## src/rtl/fpu_operand_normalizer_if.sv

```systemverilog
// Handshake and result bundle between the operand normalizer and its producer/consumer.
// The slave side is the normalizer; the master side feeds operands and drains results.
interface fpu_operand_normalizer_if #(
  parameter int EXP_W = 10
) ();
  logic             in_valid;
  logic             in_ready;
  logic [31:0]      in_a;
  logic [31:0]      in_b;
  logic             out_valid;
  logic             out_ready;
  logic             out_a_sign;
  logic             out_b_sign;
  logic [EXP_W-1:0] out_a_exp;
  logic [EXP_W-1:0] out_b_exp;
  logic [23:0]      out_a_mant;
  logic [23:0]      out_b_mant;
  logic [31:0]      out_a_packed;
  logic [31:0]      out_b_packed;
  logic             out_a_uflow;
  logic             out_b_uflow;
  logic [2:0]       out_class_a;
  logic [2:0]       out_class_b;
  logic [1:0]       out_special;

  modport master (
    output in_valid, in_a, in_b, out_ready,
    input  in_ready, out_valid,
    input  out_a_sign, out_b_sign, out_a_exp, out_b_exp,
    input  out_a_mant, out_b_mant, out_a_packed, out_b_packed,
    input  out_a_uflow, out_b_uflow, out_class_a, out_class_b, out_special
  );

  modport slave (
    input  in_valid, in_a, in_b, out_ready,
    output in_ready, out_valid,
    output out_a_sign, out_b_sign, out_a_exp, out_b_exp,
    output out_a_mant, out_b_mant, out_a_packed, out_b_packed,
    output out_a_uflow, out_b_uflow, out_class_a, out_class_b, out_special
  );
endinterface

```

## src/rtl/fpu_operand_normalizer.sv

```systemverilog
// Divider front end: classifies two IEEE-754 singles, normalizes subnormals one bit per
// cycle so the divider always sees a hidden 1, and predicts the special-case quotient.
module fpu_operand_normalizer #(
  parameter int EXP_W           = 10,
  parameter bit FLUSH_SUBNORMAL = 1'b0
) (
  input logic                   clk,
  input logic                   rst,
  fpu_operand_normalizer_if.slave bus
);

  typedef enum logic [1:0] {
    IDLE = 2'd0,
    NORM = 2'd1,
    DONE = 2'd2
  } state_t;

  typedef enum logic [2:0] {
    CLS_ZERO   = 3'd0,
    CLS_SUB    = 3'd1,
    CLS_NORMAL = 3'd2,
    CLS_INF    = 3'd3,
    CLS_NAN    = 3'd4
  } cls_t;

  typedef struct packed {
    logic             sign;
    logic [EXP_W-1:0] expo;
    logic [23:0]      mant;
    cls_t             cls;
  } op_t;

  localparam logic [EXP_W-1:0] EXP_ONE = EXP_W'(1);

  state_t     state;
  state_t     state_next;
  op_t        op_a;
  op_t        op_b;
  logic [1:0] special;
  logic       need_a;
  logic       need_b;

  // A subnormal starts at exponent 1 with no hidden bit; flushing turns it into signed zero.
  function automatic op_t load_op(input logic [31:0] raw);
    op_t op;
    op.sign = raw[31];
    op.expo = {{(EXP_W-8){1'b0}}, raw[30:23]};
    op.mant = {raw[30:23] != 8'd0, raw[22:0]};
    op.cls  = CLS_NORMAL;
    if (raw[30:23] == 8'd0) begin
      if ((raw[22:0] == 23'd0) || FLUSH_SUBNORMAL) begin
        op.cls  = CLS_ZERO;
        op.mant = '0;
      end else begin
        op.cls  = CLS_SUB;
        op.expo = EXP_ONE;
      end
    end else if (raw[30:23] == 8'hFF) begin
      op.cls = (raw[22:0] != 23'd0) ? CLS_NAN : CLS_INF;
    end
    return op;
  endfunction

  function automatic logic [1:0] predict(input cls_t ca, input cls_t cb);
    logic [1:0] res;
    res = 2'b00;
    if ((ca == CLS_NAN) || (cb == CLS_NAN) ||
        ((ca == CLS_ZERO) && (cb == CLS_ZERO)) ||
        ((ca == CLS_INF) && (cb == CLS_INF))) begin
      res = 2'b01;
    end else if ((ca == CLS_INF) || (cb == CLS_ZERO)) begin
      res = 2'b10;
    end else if ((ca == CLS_ZERO) || (cb == CLS_INF)) begin
      res = 2'b11;
    end
    return res;
  endfunction

  assign need_a = (op_a.cls == CLS_SUB) && !op_a.mant[23];
  assign need_b = (op_b.cls == CLS_SUB) && !op_b.mant[23];

  always_ff @(posedge clk) begin
    if (rst) begin
      state <= IDLE;
    end else begin
      state <= state_next;
    end
  end

  always_comb begin
    state_next = state;
    case (state)
      IDLE: if (bus.in_valid) state_next = NORM;
      NORM: if (!need_a && !need_b) state_next = DONE;
      DONE: if (bus.out_ready) state_next = IDLE;
      default: state_next = IDLE;
    endcase
  end

  // Operands shift independently; the shorter one simply idles until the longer finishes.
  always_ff @(posedge clk) begin
    if (rst) begin
      op_a    <= '0;
      op_b    <= '0;
      special <= 2'b00;
    end else begin
      case (state)
        IDLE: begin
          if (bus.in_valid) begin
            op_a    <= load_op(bus.in_a);
            op_b    <= load_op(bus.in_b);
            special <= predict(load_op(bus.in_a).cls, load_op(bus.in_b).cls);
          end
        end
        NORM: begin
          if (need_a) begin
            op_a.mant <= {op_a.mant[22:0], 1'b0};
            op_a.expo <= op_a.expo - EXP_ONE;
          end
          if (need_b) begin
            op_b.mant <= {op_b.mant[22:0], 1'b0};
            op_b.expo <= op_b.expo - EXP_ONE;
          end
        end
        default: ;
      endcase
    end
  end

  assign bus.in_ready     = (state == IDLE);
  assign bus.out_valid    = (state == DONE);
  assign bus.out_a_sign   = op_a.sign;
  assign bus.out_b_sign   = op_b.sign;
  assign bus.out_a_exp    = op_a.expo;
  assign bus.out_b_exp    = op_b.expo;
  assign bus.out_a_mant   = op_a.mant;
  assign bus.out_b_mant   = op_b.mant;
  assign bus.out_a_packed = {op_a.sign, op_a.expo[7:0], op_a.mant[22:0]};
  assign bus.out_b_packed = {op_b.sign, op_b.expo[7:0], op_b.mant[22:0]};
  // Only a normalized subnormal can fall below exponent 1; zero packs correctly as-is.
  assign bus.out_a_uflow  = (op_a.cls == CLS_SUB) && ($signed(op_a.expo) < $signed(EXP_ONE));
  assign bus.out_b_uflow  = (op_b.cls == CLS_SUB) && ($signed(op_b.expo) < $signed(EXP_ONE));
  assign bus.out_class_a  = op_a.cls;
  assign bus.out_class_b  = op_b.cls;
  assign bus.out_special  = special;

endmodule

```

## src/flat_wrapper.sv

```systemverilog
// flat-port wrapper written by rule: the top's interface ports become plain ports
module fpu_operand_normalizer_flat 
#(
  parameter int EXP_W           = 10,
  parameter bit FLUSH_SUBNORMAL = 1'b0
)
  (clk, rst, bus_in_valid, bus_in_a, bus_in_b, bus_out_ready, bus_in_ready, bus_out_valid, bus_out_a_sign, bus_out_b_sign, bus_out_a_exp, bus_out_b_exp, bus_out_a_mant, bus_out_b_mant, bus_out_a_packed, bus_out_b_packed, bus_out_a_uflow, bus_out_b_uflow, bus_out_class_a, bus_out_class_b, bus_out_special);
  fpu_operand_normalizer_if #(.EXP_W(EXP_W)) bus_i ();
  input logic clk;
  input logic rst;
  input wire logic [$bits(bus_i.in_valid)-1:0] bus_in_valid;
  input wire logic [$bits(bus_i.in_a)-1:0] bus_in_a;
  input wire logic [$bits(bus_i.in_b)-1:0] bus_in_b;
  input wire logic [$bits(bus_i.out_ready)-1:0] bus_out_ready;
  output wire logic [$bits(bus_i.in_ready)-1:0] bus_in_ready;
  output wire logic [$bits(bus_i.out_valid)-1:0] bus_out_valid;
  output wire logic [$bits(bus_i.out_a_sign)-1:0] bus_out_a_sign;
  output wire logic [$bits(bus_i.out_b_sign)-1:0] bus_out_b_sign;
  output wire logic [$bits(bus_i.out_a_exp)-1:0] bus_out_a_exp;
  output wire logic [$bits(bus_i.out_b_exp)-1:0] bus_out_b_exp;
  output wire logic [$bits(bus_i.out_a_mant)-1:0] bus_out_a_mant;
  output wire logic [$bits(bus_i.out_b_mant)-1:0] bus_out_b_mant;
  output wire logic [$bits(bus_i.out_a_packed)-1:0] bus_out_a_packed;
  output wire logic [$bits(bus_i.out_b_packed)-1:0] bus_out_b_packed;
  output wire logic [$bits(bus_i.out_a_uflow)-1:0] bus_out_a_uflow;
  output wire logic [$bits(bus_i.out_b_uflow)-1:0] bus_out_b_uflow;
  output wire logic [$bits(bus_i.out_class_a)-1:0] bus_out_class_a;
  output wire logic [$bits(bus_i.out_class_b)-1:0] bus_out_class_b;
  output wire logic [$bits(bus_i.out_special)-1:0] bus_out_special;
  assign bus_i.in_valid = bus_in_valid;
  assign bus_i.in_a = bus_in_a;
  assign bus_i.in_b = bus_in_b;
  assign bus_i.out_ready = bus_out_ready;
  assign bus_in_ready = bus_i.in_ready;
  assign bus_out_valid = bus_i.out_valid;
  assign bus_out_a_sign = bus_i.out_a_sign;
  assign bus_out_b_sign = bus_i.out_b_sign;
  assign bus_out_a_exp = bus_i.out_a_exp;
  assign bus_out_b_exp = bus_i.out_b_exp;
  assign bus_out_a_mant = bus_i.out_a_mant;
  assign bus_out_b_mant = bus_i.out_b_mant;
  assign bus_out_a_packed = bus_i.out_a_packed;
  assign bus_out_b_packed = bus_i.out_b_packed;
  assign bus_out_a_uflow = bus_i.out_a_uflow;
  assign bus_out_b_uflow = bus_i.out_b_uflow;
  assign bus_out_class_a = bus_i.out_class_a;
  assign bus_out_class_b = bus_i.out_class_b;
  assign bus_out_special = bus_i.out_special;
  fpu_operand_normalizer #(.EXP_W(EXP_W), .FLUSH_SUBNORMAL(FLUSH_SUBNORMAL)) u_core (.clk(clk), .rst(rst), .bus(bus_i));
endmodule
```

## config.mk

```make
export PLATFORM = sky130hd
export DESIGN_NAME = fpu_operand_normalizer_flat
export DESIGN_NICKNAME = d
export VERILOG_FILES = /design/src/rtl/fpu_operand_normalizer_if.sv /design/src/rtl/fpu_operand_normalizer.sv /design/src/flat_wrapper.sv
export SDC_FILE = /design/constraint.sdc
export NUM_CORES = 1
export LEC_CHECK = 0
export BUFFER_PORTS_ARGS = -buffer_cell sky130_fd_sc_hd__buf_4
export CAP_MARGIN = 30
export CORE_MARGIN = 1
export CORE_UTILIZATION = 48
export CTS_CLUSTER_DIAMETER = 60
export CTS_CLUSTER_SIZE = 20
export DETAILED_ROUTE_END_ITERATION = 8
export PLACE_DENSITY = 0.82
export SLEW_MARGIN = 40
export SYNTH_ARGS = -nofsm -noshare
export SYNTH_HDL_FRONTEND = slang
export SYNTH_SLANG_ARGS = --single-unit
```

## constraint.sdc

```tcl
create_clock -name clk -period 2.3 [get_ports clk]
set_clock_uncertainty 0.1 [all_clocks]
set_input_delay 0.23 -clock clk [delete_from_list [all_inputs] [get_ports clk]]
set_output_delay 0.23 -clock clk [all_outputs]
set_load 0.05 [all_outputs]
```

==> results of run 1 <==
[critical path, cell delays in order, from the launching register on]
cell	delay, ns
dfxtp_2	0.36
inv_1	0.11
ha_4	0.15
or4b_4	0.50
nor2_2	0.14
nor2_1	0.06
nor2_2	0.09
buf_6	0.17
[cells in the final DEF, fill, tap and decap left out, types with 6 or more instances in the layout]
cell,n
a211oi_1,6
a21oi_1,22
a311oi_1,26
a311oi_2,22
buf_4,229
clkbuf_8,11
dfxtp_1,79
inv_1,8
nand2_1,61
nand3_1,51
nor2_1,76
nor3_1,19
nor4_1,16
o21ai_0,13
[flip-flops by register name (all words and copies together) (netlist names)]
| signal | count |
|---|---|
| u_core.bus.out_a_sign | 1 |
| u_core.bus.out_special | 2 |
| u_core.bus.out_a_exp | 10 |
| u_core.bus.out_class_b | 3 |
| u_core.bus.out_b_exp | 10 |
| u_core.bus.out_a_mant | 24 |
| u_core.bus.out_b_mant | 24 |
| u_core.bus.out_class_a | 3 |
| u_core.bus.out_b_sign | 1 |
| u_core.state | 2 |
[worst min-delay path by stage]
stage                                           end  slack [ns]  cells past startpoint
after floorplan               u_core.bus.out_a_sign        0.27                      2
after global placement    u_core.bus.out_class_b[1]        0.35                      2
after detailed placement  u_core.bus.out_class_b[1]        0.36                      2
after CTS                  u_core.bus.out_a_mant[0]        0.01                      3
after global routing       u_core.bus.out_a_mant[0]        0.03                      3
final                      u_core.bus.out_a_mant[0]        0.03                      3
[layer usage]
layer  track usage  vias up  part of all wire
li1              -     2307                 -
met1        0.3454     2295              0.42
met2        0.4663      252              0.49
met3       0.04438       16             0.082
met4       0.08250        0             0.012
met5             0        -                 0
[logic make-up after synthesis]
family	count (synthesis)
AOI/OAI and AO/OA	119
xor gates and xnor gates	6
adders and majority gates	2
buffers and inverters	121
DFF	80
muxes	1
and+or+nand+nor	256
[power groups by stage]
stage / Combinational [mW] / Clock [mW] / Sequential, mW
detailed placement: 2.05 / 0 / 1.71
CTS: 2.06 / 1.10 / 1.68
finish: 2.07 / 1.08 / 1.68
global placement: 2.02 / 0 / 1.70
global route: 2.18 / 1.14 / 1.70
floorplan: 1.14 / 0 / 2.10
[metrics by stage]
step / util / cells / hold WS [ns] / setup TNS (ns) / setup slack [ns]
after floorplan: - / 585 / 0.2660 / 0 / 0.07103
after global placement: 0.6337 / 834 / 0.3518 / 0 / 0.2868
after detailed placement: 0.6337 / 834 / 0.3574 / 0 / 0.1642
after CTS: 0.6569 / 850 / 0.01079 / 0 / 0.01281
after global routing: 0.6592 / 850 / 0.02949 / -0.04490 / -0.03031
final: 0.6592 / 850 / 0.02859 / 0 / 0.04939
[layout make-up]
type	instances	area, um2
Sequential cell	80	1603
Tap cell	129	161.4
Clock inverter	4	52.55
Inverter	9	33.78
Multi-Input combinational cell	384	2372
Timing Repair Buffer	232	1770
Clock buffer	12	155.1
Fill cell	804	3179
[repair_timing]
action	in CTS	in global routing
setup endpoints to repair	1	6
gates resized for setup	3	5
cloned	0	0
pin swaps	0	1
==> results.json, run 1 <==
{
  "layout-drive-gt1-share": 0.3981,
  "dp_hpwl_um": 10310,
  "endpoint": "bus_out_a_uflow",
  "power_leakage_nw": 2.539,
  "hold_path_class": "input pin to flip-flop",
  "critical_path_arrival_ns": 1.92,
  "antenna_found_initial": 0,
  "core_um2": 9328,
  "synth_cell_types": 52,
  "route.antenna.remaining_nets": 0,
  "cp_max_fo": 5,
  "critPathCaptureType": "output pin",
  "htree_num_levels": 3,
  "yosys_most_used_dff": "dfxtp_1",
  "die_x_um": 100.6,
  "worst_pin_slew_ns": 0.6038,
  "layout_min_cycle_time_ns": 2.251,
  "synth_edf_count": 0,
  "synth_top_area_cell": "dfxtp_1",
  "viasPerCell": 5.729,
  "pwr-share-seq": 0.348,
  "gp_congestion": 0.9416,
  "clock.fmax_mhz": 444.3,
  "peakVddDrop_mv": 0.3152,
  "ys_top_cells_by_area": "dfxtp_1, buf_4, a311oi_2, nor2_1, nand3_1",
  "ys_top_cells_by_count": "dfxtp_1, nor2_1, buf_4",
  "grt_pass1_vias": 4505,
  "num_rows": 35,
  "drt_wl_total_um": 14100,
  "min_from": "bus_in_a[0]",
  "hold_viol_final": 0,
  "critPathKind": "flip-flop to output pin",
  "dr.pass1.iters": 5,
  "nets": 786,
  "ios": 214,
  "report.final.slew_viol_count": 0,
  "ys_async_sr_fraction": 0,
  "dpl_cell_area_um2": 5911,
  "cts_root_buf": "clkbuf_8",
  "postCtsSetupBuffers": 0,
  "setup_viol": 0,
  "p_clk_frac": 0.224,
  "synth_top_family_by_area": "simple AND/OR/NAND/NOR gates",
  "netlist_area_um2": 4667,
  "status": "complete, no violations",
  "yosysWarnings": 0,
  "critPathLaunch": "u_core.bus.out_a_exp[0]",
  "relSlewSlack": 0.5944,
  "synthCells": 585,
  "fin_crit_sh": 0.9785,
  "power.share.combinational": 0.428,
  "grt_pass1_wl_um": 21870,
  "rsz0062_at_grt": "yes",
  "vias": 4870,
  "startpoint_type": "flip-flop",
  "p_total_mw": 4.833,
  "synth_top_area_frac": 0.3432,
  "synthAdderAreaFrac": 0.005362,
  "grt_max_degree": 52,
  "switchingPower_mw": 2.097,
  "remaining_drc_errors": 0,
  "die_area_um2": 10120,
  "grt.total_usage": 0.2702,
  "grt_overflow": 0,
  "max-cap-violations": 0,
  "synthMuxAreaShare": 0.002145,
  "area_growth_pct": 31.74,
  "synth_compound_area_frac": 0.2233,
  "ys_ff_latch": 80,
  "switching_share": 0.4339,
  "rr_worst_depth": 5,
  "reg2reg_from": "u_core.bus.out_class_a[0]",
  "crit_required_ns": 1.97,
  "clk_path_buf_depth": 2,
  "fin_area_um2": 6148,
  "r2r_setup_slack_ns": 0.14,
  "cts_tree": "built",
  "synth_most_common_cell": "dfxtp_1",
  "powerDensity_nw_per_um2": 786.1,
  "antenna_cells": 0,
  "post_drt_wl_per_cell_um": 16.59,
  "clock-sinks": 80,
  "die-height_um": 100.6,
  "p_int_mw": 2.736,
  "clock_latency_ns": 0.34,
  "worst_r2r_endpoint": "u_core.bus.out_a_mant[6]",
  "path_clk_slew_ns": 0.08,
  "synth-simple-area-share": 0.2558,
  "seq_area_frac_synth": 0.3432,
  "drt_iter0_markers": 221,
  "cts.hold.buffers_added": 0,
  "synth.net_count": 655,
  "start_util": 0.5003,
  "synth_xor_area_frac": 0.01126,
  "cts_made_buffers": 9,
  "synth.avg_cell_area_um2": 7.978,
  "portBuffers": 213
}
Note: power is estimated with default switching activity, not from simulation.
==> run 2: changes to the inputs <==
PLACE_DENSITY = 0.87   (was 0.82)
==> results.json, run 2 (same netlist as run 1, synthesis figures left out) <==
{
  "status": "complete, no violations",
  "relSlewSlack": 0.5242,
  "switching_share": 0.4319,
  "clk_path_buf_depth": 2,
  "cp_max_fo": 5,
  "peakVddDrop_mv": 0.3850,
  "num_rows": 35,
  "pwr-share-seq": 0.343,
  "critPathKind": "flip-flop to output pin",
  "grt_pass1_wl_um": 22090,
  "clock-sinks": 80,
  "drt_wl_total_um": 14380,
  "setup_viol": 0,
  "critical_path_arrival_ns": 1.89,
  "hold_depth": 3,
  "antenna_found_initial": 0,
  "clock_latency_ns": 0.36,
  "dr.pass1.iters": 5,
  "endpoint": "bus_out_a_uflow",
  "portBuffers": 213,
  "dp_hpwl_um": 10270,
  "fin_crit_sh": 0.9649,
  "core_um2": 9328,
  "grt_overflow": 0,
  "area_growth_pct": 31.10,
  "utilization": 0.6559,
  "seqCellArea_um2": 1603,
  "startpoint_type": "flip-flop",
  "gp_congestion": 0.8736,
  "worst_pin_slew_ns": 0.7083,
  "grt.total_usage": 0.2744,
  "critPathLaunch": "u_core.bus.out_a_exp[0]",
  "grt_pass1_vias": 4508,
  "drt_iter0_markers": 211,
  "ios": 214,
  "hold_viol_final": 0,
  "cts_made_buffers": 9,
  "layout-drive-gt1-share": 0.3916,
  "multi_input_area_um2": 2370,
  "clock.fmax_mhz": 450.6,
  "antenna_cells": 0,
  "postCtsSetupBuffers": 0,
  "remaining_drc_errors": 0,
  "final_cell_mix": "buf_4, dfxtp_1, nor2_1",
  "critPathCaptureType": "output pin",
  "reg2reg_from": "u_core.bus.out_class_a[0]",
  "powerDensity_nw_per_um2": 799.7,
  "die_area_um2": 10120,
  "vias": 4972,
  "cts_tree": "built",
  "route.antenna.remaining_nets": 0,
  "report.final.slew_viol_count": 0,
  "layout_commonest_cell": "buf_4",
  "p_clk_frac": 0.235,
  "cts_root_buf": "clkbuf_8",
  "r2r_setup_slack_ns": 0.22,
  "max-cap-violations": 0,
  "path_clk_slew_ns": 0.09,
  "fin_tns_setup_ns": 0,
  "post_drt_wl_per_cell_um": 17.04,
  "die-height_um": 100.6,
  "num-fill-cells": 775,
  "layout_min_cycle_time_ns": 2.219,
  "die_x_um": 100.6,
  "cts.hold.buffers_added": 0,
  "start_util": 0.5003,
  "rr_worst_depth": 5,
  "nets": 780,
  "power.share.combinational": 0.422,
  "hold_path_class": "input pin to flip-flop",
  "switchingPower_mw": 2.113,
  "htree_num_levels": 3,
  "rsz0062_at_grt": "no",
  "grt_max_degree": 58,
  "viasPerCell": 5.891,
  "p_int_mw": 2.780,
  "crit_required_ns": 1.97,
  "worst_r2r_endpoint": "u_core.bus.out_a_exp[9]",
  "power_leakage_nw": 2.523
}
[run 2: cell types whose count changed in the layout (fill, tap and decap cells not counted), sizes merged]
| cell | change |
|---|---|
| buf | -6 |
| bufinv | +1 |
| clkbuf | -1 |
| clkinv | +2 |
| clkinvlp | -2 |
[run 2: layout make-up]
class                           instances  area share
Tap cell                              129     0.02638
Clock buffer                           11     0.02147
Multi-Input combinational cell        384      0.3873
Sequential cell                        80      0.2620
Timing Repair Buffer                  226      0.2840
Inverter                                9    0.005521
Clock inverter                          5     0.01329
[run 2: worst min path at each step]
stage | slack [ns] | from | end
global route | 0.005 | bus_in_a[0] | u_core.bus.out_a_mant[0]
finish | 0.02 | bus_in_a[31] | u_core.bus.out_a_sign
detailed placement | 0.37 | u_core.bus.out_class_a[1] | u_core.bus.out_class_a[1]
global placement | 0.36 | u_core.bus.out_class_a[2] | u_core.bus.out_class_a[2]
floorplan | 0.27 | bus_in_a[31] | u_core.bus.out_a_sign
CTS | 0.02 | bus_in_a[0] | u_core.bus.out_a_mant[0]
[run 2: worst max-delay path: stages (launching register included)]
cell and delay, ns:
dfxtp_2 0.37, inv_2 0.08, ha_4 0.15, or4b_4 0.48, nor2_1 0.12, nor2_1 0.05, nor2_2 0.11, buf_6 0.17
[run 2: layer usage]
layer  vias to the layer above  part of all wire  wire length [um]  track usage
met5                         -                 0                 0            0
met4                         0             0.020               281      0.08919
met3                        35             0.088              1263      0.05479
met2                       320              0.49              6984       0.4605
met1                      2318              0.41              5848       0.3533
li1                       2299                 -                 -            -
[run 2: what timing repair did]
action                                  in CTS  in global routing
gates resized for setup                      4                  4
hold endpoints to repair                     0                  0
endpoints found under the setup margin       1                  2
[run 2: through the flow]
| step | cells | total power [mW] | cell area (um2) | setup WS, ns | hold WS, ns |
|---|---|---|---|---|---|
| after global routing | 844 | 5.092 | 6118 | 0.01370 | 0.005403 |
| after global placement | 828 | 3.708 | 5878 | 0.3639 | 0.3561 |
| after floorplan | 585 | 3.245 | 4672 | 0.07103 | 0.2660 |
| final | 844 | 4.893 | 6118 | 0.08074 | 0.02001 |
| after detailed placement | 828 | 3.747 | 5878 | 0.2770 | 0.3722 |
| after CTS | 844 | 4.885 | 6102 | 0.02288 | 0.01604 |
[run 2: power groups by stage]
| stage | clock network (mW) | logic (mW) | registers, mW |
|---|---|---|---|
| floorplan | 0 | 1.14 | 2.10 |
| global placement | 0 | 2.01 | 1.70 |
| detailed placement | 0 | 2.04 | 1.71 |
| CTS | 1.16 | 2.05 | 1.67 |
| global route | 1.23 | 2.17 | 1.70 |
| finish | 1.15 | 2.06 | 1.68 |
==> run 3: changes to the inputs <==
PLACE_DENSITY = 0.84   (was 0.87)
TNS_END_PERCENT = 1   (was default)
==> results.json, run 3 (same netlist as run 1, synthesis figures left out) <==
{
  "status": "complete, no violations",
  "fin_hold_ws_ns": 0.03368,
  "critPathKind": "flip-flop to output pin",
  "drt_wl_total_um": 14360,
  "met1Wirelength_um": 5806,
  "utilization": 0.6616,
  "dpl_cell_area_um2": 5921,
  "cp_max_fo": 4,
  "portBuffers": 213,
  "critPathCaptureType": "output pin",
  "antenna_cells": 0,
  "max-cap-violations": 0,
  "grt_pass1_wl_um": 22090,
  "dp_slack_ns": 0.1968,
  "start_util": 0.5003,
  "ctsResizeCount": 1,
  "dr_wl_met2_um": 7059,
  "die_x_um": 100.6,
  "top_layer": "met4",
  "startpoint_type": "flip-flop",
  "report.final.slew_viol_count": 0,
  "ios": 214,
  "relSlewSlack": 0.5953,
  "worst_pin_slew_ns": 0.6023,
  "crit_slowest_cell": "or4b_4",
  "die-height_um": 100.6,
  "crit_required_ns": 1.97,
  "cts_made_buffers": 9,
  "nets": 786,
  "num_rows": 35,
  "worstPathCellList": "inv_2 -> ha_4 -> or4b_4 -> nor2_2 -> nor2_1 -> nor2_2 -> buf_6",
  "area_growth_pct": 32.23,
  "layout_commonest_cell": "buf_4",
  "rsz0062_at_grt": "no",
  "p_total_mw": 4.947,
  "viasPerCell": 5.826,
  "die_area_um2": 10120,
  "path_clk_slew_ns": 0.08,
  "antenna_found_initial": 0,
  "num-fill-cells": 760,
  "cts_root_buf": "clkbuf_8",
  "path_common_cell": "nor2_2",
  "gp_congestion": 0.8723,
  "final-instance-count-excl-fill": 849,
  "clock_latency_ns": 0.34,
  "htree_num_levels": 3,
  "hold_viol_final": 0,
  "peakVddDrop_mv": 0.3309,
  "core_um2": 9328,
  "wl_met3_um": 1182,
  "fin_tns_setup_ns": 0,
  "layout-drive-gt1-share": 0.3958,
  "cpPeakStageDelay_ns": 0.49,
  "grt_overflow": 0,
  "fin_crit_sh": 0.9366,
  "hold_path_class": "input pin to flip-flop",
  "postCtsSetupBuffers": 0,
  "critical_path_arrival_ns": 1.82,
  "vias": 4946,
  "powerDensity_nw_per_um2": 801.7,
  "setup_viol": 0,
  "drt_iter0_markers": 236,
  "grt.total_usage": 0.2725,
  "fin_area_um2": 6171,
  "clock.fmax_mhz": 464.2,
  "grt_pass1_vias": 4545,
  "worst_slack_ns": 0.1457,
  "route.antenna.remaining_nets": 0,
  "clk_path_buf_depth": 2,
  "post_drt_wl_per_cell_um": 16.91,
  "clock-sinks": 80,
  "cts.hold.buffers_added": 0,
  "remaining_drc_errors": 0,
  "dr.pass1.iters": 5,
  "power_leakage_nw": 2.561,
  "cts_tree": "built",
  "layout_min_cycle_time_ns": 2.154,
  "grt_max_degree": 51,
  "dp_hpwl_um": 10510,
  "place_inst": 834,
  "final_cell_mix": "buf_4, dfxtp_1, nor2_1"
}
-- run 3: worst max-delay path: cells and delay by family (launching register included) --
kind,cells,cell delay (ns)
fa+ha+maj,1,0.14
buf+inv,2,0.24
flops,1,0.35
simple gates,4,0.75
-- run 3: path summary, 6_finish.rpt --
path	start	end	slack, ns	cells past startpoint
max reg2reg	u_core.bus.out_class_a[0]	u_core.bus.out_a_mant[13]	0.17	5
min reg2reg	u_core.bus.out_b_sign	u_core.bus.out_b_sign	0.38	2
min	bus_in_a[0]	u_core.bus.out_a_mant[0]	0.03	3
max	u_core.bus.out_a_exp[1]	bus_out_a_uflow	0.15	7
-- run 3: cell type report --
class	count	area, um2	area share
Clock inverter	3	65.06	0.01054
Timing Repair Buffer	232	1783	0.2889
Inverter	9	33.78	0.005474
Multi-Input combinational cell	384	2370	0.3840
Sequential cell	80	1603	0.2597
Tap cell	129	161.4	0.02616
Clock buffer	12	155.1	0.02514
-- run 3: metal layers --
| metal | vias to the layer above | global-route usage |
|---|---|---|
| met5 | - | 0 |
| li1 | 2309 | - |
| met2 | 277 | 0.4642 |
| met4 | 0 | 0.1126 |
| met1 | 2329 | 0.3386 |
| met3 | 31 | 0.04993 |
-- run 3: report_power, final --
group	leakage (nW)	total, mW	internal (mW)	switching, mW
Clock	0.112	1.19	0.665	0.520
Combinational	1.79	2.08	0.661	1.42
Sequential	0.659	1.68	1.52	0.163
